`src/rtl/fetch_ctrl_if.sv`:
```
// -----------------------------------------------------------------------------
// fetch_ctrl_if
//   Instruction-cache request/response port between the fetch controller and
//   the icache.
//   Signals:
//     icache_req_valid   fetch -> icache  request valid
//     icache_addr        fetch -> icache  request address
//     icache_req_ready   icache -> fetch  request accepted this cycle
//     icache_resp_valid  icache -> fetch  instruction returned this cycle
//     icache_resp_data   icache -> fetch  returned instruction word
//   Modports: master (fetch controller side), slave (icache side).
// -----------------------------------------------------------------------------
interface fetch_ctrl_if #(
   parameter int ADDR_BITS = 32,
   parameter int DATA_BITS = 32
);
   logic                 icache_req_valid;
   logic [ADDR_BITS-1:0] icache_addr;
   logic                 icache_req_ready;
   logic                 icache_resp_valid;
   logic [DATA_BITS-1:0] icache_resp_data;

   modport master (
      output icache_req_valid,
      output icache_addr,
      input  icache_req_ready,
      input  icache_resp_valid,
      input  icache_resp_data
   );

   modport slave (
      input  icache_req_valid,
      input  icache_addr,
      output icache_req_ready,
      output icache_resp_valid,
      output icache_resp_data
   );
endinterface

```
`src/rtl/fetch_ctrl.sv`:
```
// -----------------------------------------------------------------------------
// fetch_ctrl
//   IF-stage fetch sequencer. Owns the fetch PC, keeps at most one request
//   outstanding to the icache, and holds the returned instruction in a
//   single-entry buffer for ID. EX redirects override everything except BOOT;
//   a redirect while a request is in flight marks that request stale so its
//   response is thrown away.
//   Ports:
//     clk             core clock (rising edge)
//     reset           synchronous, active-high
//     stall           ID cannot accept the buffered instruction
//     redirect_valid  EX redirect this cycle
//     redirect_pc     redirect target (low two bits ignored)
//     icache          icache request/response port (master modport)
//     inst_valid      buffer holds a valid instruction
//     inst            buffered instruction word
//     inst_pc         PC of the buffered instruction
// -----------------------------------------------------------------------------
module fetch_ctrl #(
   parameter int                   ADDR_BITS = 32,
   parameter int                   DATA_BITS = 32,
   parameter logic [ADDR_BITS-1:0] RESET_PC  = 32'h0000_1000
) (
   input  logic                 clk,
   input  logic                 reset,
   input  logic                 stall,
   input  logic                 redirect_valid,
   input  logic [ADDR_BITS-1:0] redirect_pc,
   fetch_ctrl_if.master         icache,
   output logic                 inst_valid,
   output logic [DATA_BITS-1:0] inst,
   output logic [ADDR_BITS-1:0] inst_pc
);

   typedef enum logic [1:0] {
      ST_BOOT = 2'd0,
      ST_REQ  = 2'd1,
      ST_WAIT = 2'd2
   } state_t;

   state_t               state_r,      state_s;
   logic [ADDR_BITS-1:0] pc_r,         pc_s;
   logic                 drop_r,       drop_s;
   logic                 inst_valid_r, inst_valid_s;
   logic [DATA_BITS-1:0] inst_r,       inst_s;
   logic [ADDR_BITS-1:0] inst_pc_r,    inst_pc_s;
   logic                 req_valid_s;
   logic                 consume_s;
   logic [ADDR_BITS-1:0] redirect_tgt_s;

   // Next-state, datapath and request-valid decode
   always_comb begin
      state_s      = state_r;
      pc_s         = pc_r;
      drop_s       = drop_r;
      inst_valid_s = inst_valid_r;
      inst_s       = inst_r;
      inst_pc_s    = inst_pc_r;

      redirect_tgt_s = {redirect_pc[ADDR_BITS-1:2], 2'b00};
      consume_s      = inst_valid_r && !stall;
      // A full, stalled buffer blocks new requests so a response always has room.
      req_valid_s    = (state_r == ST_REQ) && !redirect_valid && (!inst_valid_r || !stall);

      if (consume_s) begin
         inst_valid_s = 1'b0;
      end else begin
         inst_valid_s = inst_valid_r;
      end

      case (state_r)
         ST_BOOT: begin
            state_s = ST_REQ;
         end
         ST_REQ: begin
            if (redirect_valid) begin
               pc_s         = redirect_tgt_s;
               inst_valid_s = 1'b0;
            end else if (req_valid_s && icache.icache_req_ready) begin
               state_s = ST_WAIT;
            end else begin
               state_s = ST_REQ;
            end
         end
         ST_WAIT: begin
            if (icache.icache_resp_valid) begin
               state_s = ST_REQ;
               if (drop_r || redirect_valid) begin
                  // Stale or just-redirected response: discard the word.
                  drop_s = 1'b0;
                  if (redirect_valid) begin
                     pc_s         = redirect_tgt_s;
                     inst_valid_s = 1'b0;
                  end else begin
                     pc_s = pc_r;
                  end
               end else begin
                  inst_s       = icache.icache_resp_data;
                  inst_pc_s    = pc_r;
                  inst_valid_s = 1'b1;
                  pc_s         = pc_r + ADDR_BITS'(3'd4);
               end
            end else if (redirect_valid) begin
               // Request still in flight: remember to drop its response.
               drop_s       = 1'b1;
               pc_s         = redirect_tgt_s;
               inst_valid_s = 1'b0;
            end else begin
               state_s = ST_WAIT;
            end
         end
         default: begin
            state_s = ST_BOOT;
         end
      endcase
   end

   // State and buffer registers with synchronous reset
   always_ff @(posedge clk) begin
      if (reset) begin
         state_r      <= ST_BOOT;
         pc_r         <= RESET_PC;
         drop_r       <= 1'b0;
         inst_valid_r <= 1'b0;
         inst_r       <= '0;
         inst_pc_r    <= '0;
      end else begin
         state_r      <= state_s;
         pc_r         <= pc_s;
         drop_r       <= drop_s;
         inst_valid_r <= inst_valid_s;
         inst_r       <= inst_s;
         inst_pc_r    <= inst_pc_s;
      end
   end

   assign icache.icache_req_valid = req_valid_s;
   assign icache.icache_addr      = pc_r;
   assign inst_valid              = inst_valid_r;
   assign inst                    = inst_r;
   assign inst_pc                 = inst_pc_r;

endmodule
```
`src/flat_wrapper.sv`:
```
// flat-port wrapper written by rule: the top's interface ports become plain ports
module fetch_ctrl_flat 
#(
   parameter int                   ADDR_BITS = 32,
   parameter int                   DATA_BITS = 32,
   parameter logic [ADDR_BITS-1:0] RESET_PC  = 32'h0000_1000
)
  (clk, reset, stall, redirect_valid, redirect_pc, inst_valid, inst, inst_pc, icache_icache_req_valid, icache_icache_addr, icache_icache_req_ready, icache_icache_resp_valid, icache_icache_resp_data);
  fetch_ctrl_if #(.ADDR_BITS(ADDR_BITS), .DATA_BITS(DATA_BITS)) icache_i ();
  input  logic clk;
  input  logic reset;
  input  logic stall;
  input  logic redirect_valid;
  input  logic [ADDR_BITS-1:0] redirect_pc;
  output logic inst_valid;
  output logic [DATA_BITS-1:0] inst;
  output logic [ADDR_BITS-1:0] inst_pc;
  output wire logic [$bits(icache_i.icache_req_valid)-1:0] icache_icache_req_valid;
  output wire logic [$bits(icache_i.icache_addr)-1:0] icache_icache_addr;
  input wire logic [$bits(icache_i.icache_req_ready)-1:0] icache_icache_req_ready;
  input wire logic [$bits(icache_i.icache_resp_valid)-1:0] icache_icache_resp_valid;
  input wire logic [$bits(icache_i.icache_resp_data)-1:0] icache_icache_resp_data;
  assign icache_icache_req_valid = icache_i.icache_req_valid;
  assign icache_icache_addr = icache_i.icache_addr;
  assign icache_i.icache_req_ready = icache_icache_req_ready;
  assign icache_i.icache_resp_valid = icache_icache_resp_valid;
  assign icache_i.icache_resp_data = icache_icache_resp_data;
  fetch_ctrl #(.ADDR_BITS(ADDR_BITS), .DATA_BITS(DATA_BITS), .RESET_PC(RESET_PC)) u_core (.clk(clk), .reset(reset), .stall(stall), .redirect_valid(redirect_valid), .redirect_pc(redirect_pc), .icache(icache_i), .inst_valid(inst_valid), .inst(inst), .inst_pc(inst_pc));
endmodule
```
`config.mk`:
```
export PLATFORM = sky130hd
export DESIGN_NAME = fetch_ctrl_flat
export DESIGN_NICKNAME = d
export VERILOG_FILES = /design/src/rtl/fetch_ctrl_if.sv /design/src/rtl/fetch_ctrl.sv /design/src/flat_wrapper.sv
export SDC_FILE = /design/constraint.sdc
export NUM_CORES = 1
export LEC_CHECK = 0
export CAP_MARGIN = 20
export CORE_MARGIN = 1
export CORE_UTILIZATION = 35
export CTS_CLUSTER_SIZE = 20
export DETAILED_ROUTE_END_ITERATION = 8
export GPL_ROUTABILITY_DRIVEN = 0
export GPL_TIMING_DRIVEN = 0
export PLACE_DENSITY_LB_ADDON = 0.08
export SETUP_SLACK_MARGIN = 0.4
export SLEW_MARGIN = 10
export SYNTH_ARGS = -nofsm -noshare
export SYNTH_HDL_FRONTEND = slang
export SYNTH_SLANG_ARGS = --single-unit
export TNS_END_PERCENT = 5
```
`constraint.sdc`:
```
create_clock -name clk -period 3.9 [get_ports clk]
set_input_delay 0.39 -clock clk [delete_from_list [all_inputs] [get_ports clk]]
set_output_delay 0.39 -clock clk [all_outputs]
set_load 0.02 [all_outputs]
```
# --- Word-level counts from Yosys, hierarchy flattened ---
# Index checks and enable logic that the tools add are counted.
totals:
  output_inout_bits: 98
  regBits: 100
  wordCells: 45
  inputBits: 70
op_classes:
  reduce_logical: 15
  mux: 17
  n_addsub: 1
  n_eq_ne: 5
  n_bitwise: 1
ops:
  columns: ["operator", "count"]
  rows:
  - ["32-bit 2-to-1 mux", 3]
  - ["32-bit case mux with 2 select lines", 1]
  - ["32-bit by 3-bit adder with 32-bit output (second input constant)", 1]
  - ["2-bit 2-to-1 mux", 4]
  - ["1-bit 2-to-1 mux", 7]
  - ["2-bit case mux with 3 select lines", 1]
  - ["3-bit AND reduction", 2]
  - ["1-bit logical AND", 4]
  - ["2-bit nonzero test", 2]
  - ["1-bit logical NOT", 3]
  - ["3-bit inequality test (second input constant)", 1]
  - ["2-bit by 1-bit equality test with 1-bit output (second input constant)", 1]
  - ["2-bit equality test (second input constant)", 1]
  - ["2-bit logical NOT", 1]
  - ["1-bit logical OR", 2]
  - ["2-bit by 1-bit inequality test with 1-bit output (second input constant)", 1]
  - ["2-bit inequality test (second input constant)", 1]
  - ["1-bit case mux with 2 select lines", 1]
  - ["2-bit AND reduction", 1]
  - ["1-bit NOT", 1]

# --- Depth between registers and ports, before layout ---
depth:
  depth_word: 7
  mapped_depth: 9
  depth_no_buf: 6

# --- Worst setup path before layout ---
# Ideal clock, no wire load.
synth_timing:
  path_type: "register to register"
  from: "register u_core.state_r[0]"
  to: "register u_core.pc_r[12] (netlist: u_core.icache.icache_addr[12])"
  t_required_ps: 3769
  setup_ps: 131
  arrival_time_ps: 1966
  stages_incl_launch_ff: 10
  slack_ps: 1803
  cell_sequence: "dfxtp_1 -> inv_1 -> ha_1 -> clkbuf_1 -> nand4b_1 -> and2_1 -> clkbuf_1 -> clkbuf_1 -> a221oi_1 -> o21ai_0"
synth_between:
  elab_chain_len: 2
synth_lines:
  columns: ["item", "line_no", "rtl"]
  rows:
  - ["from (decl)", "fetch_ctrl.sv:41", "state_t state_r, state_s;"]
  - ["from (signal assigned)", "fetch_ctrl.sv:128", "state_r <= state_s;"]
  - ["2-bit equality test or 2-bit by 1-bit equality test with 1-bit output (tied branches)", "fetch_ctrl.sv:71", "case (state_r)"]
  - ["32-bit case mux with 2 select lines or 2-bit nonzero test (tied branches)", null, null]
  - ["to (signal assigned)", "fetch_ctrl.sv:129", "pc_r <= pc_s;"]
  - ["to (decl)", "fetch_ctrl.sv:42", "logic [ADDR_BITS-1:0] pc_r, pc_s;"]
# Parallel ways exist; a longest one is shown, timed or not.
# A chain may end at the register's enable or synchronous reset.

# --- Worst setup path after layout ---
# Same ends and word-level chain as after synthesis.

==> results.cfg <==
[global_routing]
grt_max_degree = 16
overflow = 0
gr-usage-all-layers = 0.2323
grt_pass1_vias = 4700
antenna_found_initial = 0
grt_pass1_wl_um = 23850

[route]
route.met2.wl_um = 7388
dr_wl_met3_um = 1428
antenna_left = 0
met1_length_um = 6274
via_count = 4921
highest_layer = met4
drc = 0
wirelength_um = 15400
wire_per_inst_um = 16.47
routed_via_density = 5.263
dr.pass1.iters = 5
drtIter0Drc = 366

[critical_path]
crit_arrival_ns = 3.23
path_class = reg -> reg
r2r_slack_ns = 0.88
r2r_cells = 9
critPathRequiredTime_ns = 4.11
setup.worst_path.start_class = flip-flop
r2r_end = u_core.icache.icache_addr[12]$_SDFFE_PP1N_
path_max_fanout = 10
end_kind = flip-flop
r2r-start = u_core.state_r[0]$_SDFFE_PP0P_

[floorplan]
core_mm2 = 0.01262
rows = 41
die_h_um = 115.8
dieArea_mm2 = 0.01342
fp.dieW_um = 115.8
start_util = 0.3594
io_pins = 168

[yosys]
ys_top_cells_by_count = 160 x nand2_1, 100 x dfxtp_1, 79 x a21oi_1, 34 x clkbuf_1, 16 x o21ai_0
yosys-top-cells-area = dfxtp_1 44%, nand2_1 13%, a21oi_1 8.7%, clkbuf_1 2.8%, o21ai_0 1.8%
synth-edff-count = 0
synthFlopType = dfxtp_1
yosysSeqAreaShare = 0.4414
yosysMostFrequentCell = nand2_1
synth_cell_types = 57
synth_area_per_cell_um2 = 7.753
synthArstFlopShare = 0
syn_inst = 585
synth_top_cell_by_area = dfxtp_1
ys_warn_count = 0
netlist_area_mm2 = 0.004536
yosys_register_bits = 100
synth.net_count = 660
synth_top_area_frac = 0.4414

[sta]
setup_ws_ns = 0.8819
layout_min_cycle_time_ns = 3.018
final-max-slew-violation-count = 0
slew_headroom = 0.5560
grt_setup_unrepaired = false
skew_ns = 0.01308
hold_viol = 0
final-setup-viol-count = 0
tightest_slew_ns = 0.6609
fin_crit_sh = 0.7739
setup_tns_ns = 0
timing.fmax_ghz = 0.3313

[clock_network]
clock_latency_ns = 0.35
post_cts_buffers = 0
cts-root-buf = clkbuf_16
clock_path_buffers = 2
cts.sinks = 100
cts_buffers = 9
h-tree-depth = 3
postCtsHoldBufs = 0
cts-resized-gates = 0
cts.clk_slew.worst_paths_ns = 0.07
cts_tree = built

[job]
maxCapViolations = 0

[layout]
drive_gt1_frac = 0.03277
fin_util = 0.5327
n_antenna_cell = 0
finish.net_count = 834
area_growth_pct = 48.22
instances_no_fill = 935

[place]
port_buffers = 163
place_ws_ns = 0.9773
dp_cells = 920
dp_hpwl_um = 11270

[min_path]
min_path_cells = 2
hp-class = reg -> reg
min_from = u_core.inst_pc[17]$_SDFFE_PP0P_
whs_endpoint = u_core.inst_pc[17]$_SDFFE_PP0P_

[power_and_ir_drop]
leakage_uw = 0.002196
power_density_mw_per_mm2 = 380.5
ir_drop_mv = 0.2085

[run_status]
outcome = completed
stage by stage:
stage	instance area (µm²)	hold WS, ns	power, µW
3_3_place_gp	6382	0.4408	1541
6_report	6723	0.4525	2558
4_1_cts	6723	0.4563	2570
5_1_grt	6723	0.4717	2646
2_1_floorplan	4536	0.4647	1334
3_5_place_dp	6382	0.4470	1547
critical path: stages, from the launching register on:
cell and delay (ns):
dfxtp_1 0.39, inv_1 0.09, ha_1 0.28, clkbuf_1 0.39, nand4b_1 0.49, and2_1 0.33
clkbuf_1 0.21, clkbuf_1 0.31, a221oi_1 0.29, o21ai_0 0.11
logic make-up after synthesis:
| group | synth area share |
|---|---|
| buffers and inverters | 0.05103 |
| flip-flops | 0.4414 |
| multiplexers | 0.01324 |
| AO/OA/AOI/OAI | 0.2171 |
| adder cells (fa/ha/maj) | 0.01379 |
| AND/OR/NAND/NOR | 0.2635 |
cell type report:
cell class,instances,area (µm²)
Timing Repair Buffer,163,1632
Buffer,47,186.4
Inverter,12,45.04
Tap cell,172,215.2
Fill cell,1267,5897
Clock inverter,4,97.59
Multi-Input combinational cell,426,2302
Clock buffer,11,242.7
Sequential cell,100,2002
flip-flops by register name, indices dropped and copies added (netlist names):
signal and flops:
u_core.icache.icache_addr 32, u_core.inst 32, u_core.inst_pc 32, u_core.state_r 2
u_core.drop_r 1, u_core.inst_valid 1
worst max path at each step:
stage / start / end / cells after the start
2_1_floorplan: u_core.state_r[0]$_SDFFE_PP0P_ / u_core.icache.icache_addr[12]$_SDFFE_PP1N_ / 9
3_3_place_gp: u_core.state_r[1]$_SDFFE_PP0P_ / u_core.icache.icache_addr[12]$_SDFFE_PP1N_ / 9
3_5_place_dp: u_core.state_r[0]$_SDFFE_PP0P_ / u_core.icache.icache_addr[12]$_SDFFE_PP1N_ / 9
4_1_cts: u_core.state_r[0]$_SDFFE_PP0P_ / u_core.icache.icache_addr[12]$_SDFFE_PP1N_ / 9
5_1_grt: u_core.state_r[0]$_SDFFE_PP0P_ / u_core.icache.icache_addr[12]$_SDFFE_PP1N_ / 9
6_report: u_core.state_r[0]$_SDFFE_PP0P_ / u_core.icache.icache_addr[12]$_SDFFE_PP1N_ / 9
cells in the final DEF (no fill, tap or decap), types with 11 or more instances in the layout:
cell type / n
clkdlybuf4s50_1: 163
nand2_1: 160
dfxtp_1: 100
a21oi_1: 79
clkbuf_1: 35
o21ai_0: 16
nor2_1: 13
nand3_1: 13
inv_1: 12
nand4_1: 11
nor3_1: 11
power breakdown:
part | switching (µW) | internal, µW
registers | 59.9 | 1060
logic | 219 | 194
clock network | 385 | 642
total | 664 | 1890
layer usage:
| metal | global-route usage | vias up |
|---|---|---|
| li1 | - | 2416 |
| met5 | 0 | - |
| met3 | 0.06590 | 20 |
| met4 | 0.08291 | 0 |
| met2 | 0.3897 | 198 |
| met1 | 0.2839 | 2287 |
No activity file was read; power rests on OpenSTA's default activity.
